### src/rtl/tile_map_arbiter.sv
// tile_map_arbiter: 4-port pixel->tile lookup arbiter for the 15x20 tile RAM (req/x/y in, ack/data out, mem_en/mem_addr/mem_rdata to RAM)
module tile_map_arbiter #(
  parameter int unsigned ROW_MAX    = 14,
  parameter int unsigned COL_MAX    = 19,
  parameter int unsigned LEFT       = 144,
  parameter int unsigned TOP        = 35,
  parameter int unsigned TILE_SHIFT = 5,
  parameter int unsigned OOB_TILE   = 3
) (
  input  logic       clk,
  input  logic       rst_n,
  input  logic [3:0] req,
  input  logic [9:0] x0,
  input  logic [9:0] x1,
  input  logic [9:0] x2,
  input  logic [9:0] x3,
  input  logic [9:0] y0,
  input  logic [9:0] y1,
  input  logic [9:0] y2,
  input  logic [9:0] y3,
  output logic [3:0] ack,
  output logic [2:0] data0,
  output logic [2:0] data1,
  output logic [2:0] data2,
  output logic [2:0] data3,
  output logic       mem_en,
  output logic [8:0] mem_addr,
  input  logic [2:0] mem_rdata
);
  logic [3:0] pending, elig;
  logic [1:0] rr, c1, c2, c3, sel, g_owner, r_owner;
  logic       gnt, oob, g_valid, g_oob, r_valid, r_oob;
  logic [9:0] xs, ys, row, col;
  logic [8:0] addr;
  logic [2:0] data_q [4];
  function automatic logic [1:0] nxt(input logic [1:0] p);
    return p == 2'd3 ? 2'd1 : p + 2'd1;
  endfunction
  assign elig = req & ~pending;
  assign c1 = nxt(rr);
  assign c2 = nxt(c1);
  assign c3 = nxt(c2);
  assign {data0, data1, data2, data3} = {data_q[0], data_q[1], data_q[2], data_q[3]};
  always_comb begin
    gnt  = |elig;
    sel  = elig[0] ? 2'd0 : elig[c1] ? c1 : elig[c2] ? c2 : c3;
    xs   = sel == 2'd0 ? x0 : sel == 2'd1 ? x1 : sel == 2'd2 ? x2 : x3;
    ys   = sel == 2'd0 ? y0 : sel == 2'd1 ? y1 : sel == 2'd2 ? y2 : y3;
    row  = (ys - 10'(TOP)) >> TILE_SHIFT;
    col  = (xs - 10'(LEFT)) >> TILE_SHIFT;
    oob  = row > 10'(ROW_MAX) || col > 10'(COL_MAX);
    addr = 9'(row * 10'(COL_MAX + 1) + col);
  end
  always_ff @(posedge clk or negedge rst_n) begin
    if (!rst_n) begin
      pending  <= '0;
      rr       <= 2'd3;
      g_valid  <= 1'b0;
      g_owner  <= '0;
      g_oob    <= 1'b0;
      r_valid  <= 1'b0;
      r_owner  <= '0;
      r_oob    <= 1'b0;
      mem_en   <= 1'b0;
      mem_addr <= '0;
      ack      <= '0;
      for (int i = 0; i < 4; i++) data_q[i] <= '0;
    end else begin
      g_valid  <= gnt;
      g_owner  <= sel;
      g_oob    <= oob;
      mem_en   <= gnt && !oob;
      mem_addr <= (gnt && !oob) ? addr : '0;
      r_valid  <= g_valid;
      r_owner  <= g_owner;
      r_oob    <= g_oob;
      ack      <= r_valid ? 4'b0001 << r_owner : '0;
      if (r_valid) data_q[r_owner] <= r_oob ? 3'(OOB_TILE) : mem_rdata;
      pending  <= (pending | (gnt ? 4'b0001 << sel : 4'b0)) & ~(r_valid ? 4'b0001 << r_owner : 4'b0);
      if (gnt && sel != 2'd0) rr <= sel;
    end
  end
endmodule
### config.mk
export PLATFORM = sky130hd
export DESIGN_NAME = tile_map_arbiter
export DESIGN_NICKNAME = d
export VERILOG_FILES = /design/src/rtl/tile_map_arbiter.sv
export SDC_FILE = /design/constraint.sdc
export NUM_CORES = 1
export LEC_CHECK = 0
export BUFFER_PORTS_ARGS = -buffer_cell sky130_fd_sc_hd__buf_2
export CORE_MARGIN = 3
export CORE_UTILIZATION = 48
export CTS_CLUSTER_SIZE = 30
export DETAILED_ROUTE_END_ITERATION = 8
export GPL_ROUTABILITY_DRIVEN = 0
export HOLD_SLACK_MARGIN = 0.03
export PLACE_DENSITY_LB_ADDON = 0.2
export SETUP_SLACK_MARGIN = 0.02
export SYNTH_ARGS = -nofsm -noshare
export SYNTH_HDL_FRONTEND = slang
export SYNTH_SLANG_ARGS = --single-unit
### constraint.sdc
create_clock -name clk -period 6.05 [get_ports clk]
set_input_delay 1.21 -clock clk [delete_from_list [all_inputs] [get_ports clk]]
set_output_delay 1.21 -clock clk [all_outputs]
set_load 0.05 [all_outputs]
==> impl_metrics.py <==
metrics = {
    "status": {
        "run_status": "completed",
    },
    "min_path": {
        "hp-class": "reg -> reg",
    },
    "global_routing": {
        "grt_first_pass_wirelength_mm": 9.97,
        "grt_use_met2_pct": 36.2,
        "grt-ovfl-total": 0,
        "grt_start_max_net_pins": 41,
        "met1_usage_pct": 22.6,
        "grt.total_usage_pct": 19.5,
        "grt_most_used_layer": "met2",
        "antenna_found_initial": 0,
        "grt_use_met3_pct": 3.44,
        "grt_pass1_vias": 2333,
    },
    "die": {
        "die_y_um": 80.8,
        "core_mm2": 0.00527,
        "dieWidth_um": 80.8,
        "die_area_mm2": 0.00653,
        "rows": 26,
        "initial_utilization_pct": 50.9,
        "pin_count": 115,
    },
    "placement": {
        "port_buffers": 98,
        "placed_cells": 443,
        "hpwl_mm": 4.89,
    },
    "clocking": {
        "worstSkewPairLatency_ns": 0.29,
        "clock-sinks": 40,
        "hold_buffers": 0,
        "clkTransAtPathRegs_ns": 0.08,
        "numCtsBuffers": 5,
        "root_buffer": "clkbuf_8",
        "clockBufferDepth": 2,
        "htree_num_levels": 2,
        "cts_setup_buffers": 0,
        "cts.repair.resized": 0,
        "cts_tree": "built",
    },
    "layout": {
        "fill_cells": 470,
        "finalNetCount": 482,
        "antennaDiodeCount": 0,
        "drive_above_1_share_pct": 36.2,
        "instances_no_fill": 451,
        "area_growth_pct": 24.8,
    },
    "timing": {
        "slew_headroom_pct": 43.2,
        "worstMarginPinSlew_ns": 0.851,
        "finClkSkew_ns": 0.00239,
        "rsz0062_at_grt": "no",
        "max_freq_mhz": 188,
        "hold_viol": 0,
        "fin_crit_sh_pct": 88.1,
        "tns_ns": 0,
        "period_needed_ns": 5.33,
        "setup_viol": 0,
        "report.final.slew_viol_count": 0,
    },
    "logic_synthesis": {
        "synthTopCellsByArea": "dfrtp_1 (35%), mux2i_1 (5.2%), ha_1 (5.1%), nand2_1 (5.0%), o21ai_0 (3.9%)",
        "synth_most_common_cell": "dfrtp_1",
        "synth_edf_count": 0,
        "synth_top_area_cell": "dfrtp_1",
        "synth-main-ff-cell": "dfrtp_1",
        "syn_area_mm2": 0.00269,
        "ys_top_cells_by_count": "dfrtp_1 (38), nand2_1 (36), o21ai_0 (21)",
        "async_reset_ff_share_pct": 100,
        "synth_fp_nets": 384,
        "netlist.area_leader.share_pct": 35.4,
        "syn_area_per_cell_um2": 9.52,
        "synth-seq-cells": 40,
        "yosysUniqueCellTypes": 61,
        "yosysWarnings": 0,
        "seq_area_frac_synth_pct": 37.4,
        "syn_inst": 282,
    },
    "run": {
        "cap_violations": 0,
    },
    "route": {
        "drtIter0Drc": 68,
        "vias_per_cell": 5.33,
        "finalWirelength_mm": 6.06,
        "drc": 0,
        "wire_per_inst_um": 13.4,
        "vias": 2405,
        "drt_first_pass_iters": 4,
        "ant_nets": 0,
    },
    "worst_setup_path": {
        "cp-end-kind": "register",
        "critPathKind": "in -> reg",
        "start_kind": "primary input",
        "worstPathArrival_ns": 5.49,
        "ff2ff_setup_slack_ns": 0.82,
        "cp_max_fo": 25,
        "cp_data_required_time_ns": 6.21,
    },
}
## routing by layer
| layer | vias to the layer above | part of all wire (%) |
|---|---|---|
| met2 | 96 | 51 |
| met3 | 10 | 6.0 |
| met5 | - | 0 |
| met1 | 1088 | 42 |
| met4 | 0 | 1.5 |
| li1 | 1211 | - |
## cells by family after synthesis
logic type	Yosys count	synth area share (%)
xor gates and xnor gates	15	4.89
buffers and inverters	27	4.47
muxes	18	6.99
adders and majority gates	13	6.62
DFF	40	37.4
and+or+nand+nor	100	20.5
AOI/OAI and AO/OA	69	19.2
## area by class of cell
cell class	instances	area [um^2]	area share, %
repair buffers	100	505	15.1
inverters	18	72.6	2.16
flip-flops and latches	40	1000	29.9
clock inverters	3	46.3	1.38
clock buffers	5	68.8	2.05
well taps	70	87.6	2.61
multi-input cells	215	1570	46.8
## final timing paths
check | from | to | depth (start not counted)
setup / recovery | req[3] | mem_addr[8] | 17
hold / removal | g_owner[1] | r_owner[1] | 0
setup reg to reg | rr[0] | mem_addr[8] | 18
hold reg to reg | g_owner[1] | r_owner[1] | 0
max in group asynchronous | rst_n | pending[1] | 1
min in group asynchronous | rst_n | data2[1] | 1
## sequential cells by signal, summed over array words and instances, names as in the netlist
register / count
pending: 4
ack: 4
g_valid: 1
r_valid: 1
r_owner: 2
g_owner: 2
rr: 2
mem_en: 1
r_oob: 1
data0: 3
g_oob: 1
data3: 3
data1: 3
mem_addr: 9
data2: 3
## critical path, stage by stage
cell and delay [ns]:
buf_2 0.10, or3b_1 0.18, a41oi_1 0.22, o21ai_4 0.66, inv_2 0.32, or4_4 0.60
o311ai_4 0.14, o2111ai_2 0.21, xor2_1 0.35, ha_1 0.30, ha_1 0.30, a21oi_1 0.25
a211oi_1 0.12, a31oi_1 0.17, o211ai_1 0.12, xnor2_1 0.19, nor3_2 0.05
## per-stage QoR
stage / hold WS (ns) / worst slack, ns / utilization (%) / instance area [um^2]
global route: 0.367 / 0.414 / 63.6 / 3350
global placement: 0.332 / 0.491 / 61.4 / 3240
finish: 0.351 / 0.718 / 63.6 / 3350
CTS: 0.353 / 0.721 / 63.6 / 3350
detailed placement: 0.335 / 0.416 / 61.4 / 3240
floorplan: 0.331 / 1.33 / - / 2690
## cells in the final DEF (no fill, tap or decap), drive strengths merged, types with 11 or more instances in the layout
cell	instances
nand2	37
o21ai	23
buf	100
ha	11
nor2	18
inv	18
mux2i	15
nand3	11
dfrtp	38
Power is left out: the tool's default activity adds up to more than one toggle a clock period on the data nets, which glitch-free logic cannot reach.
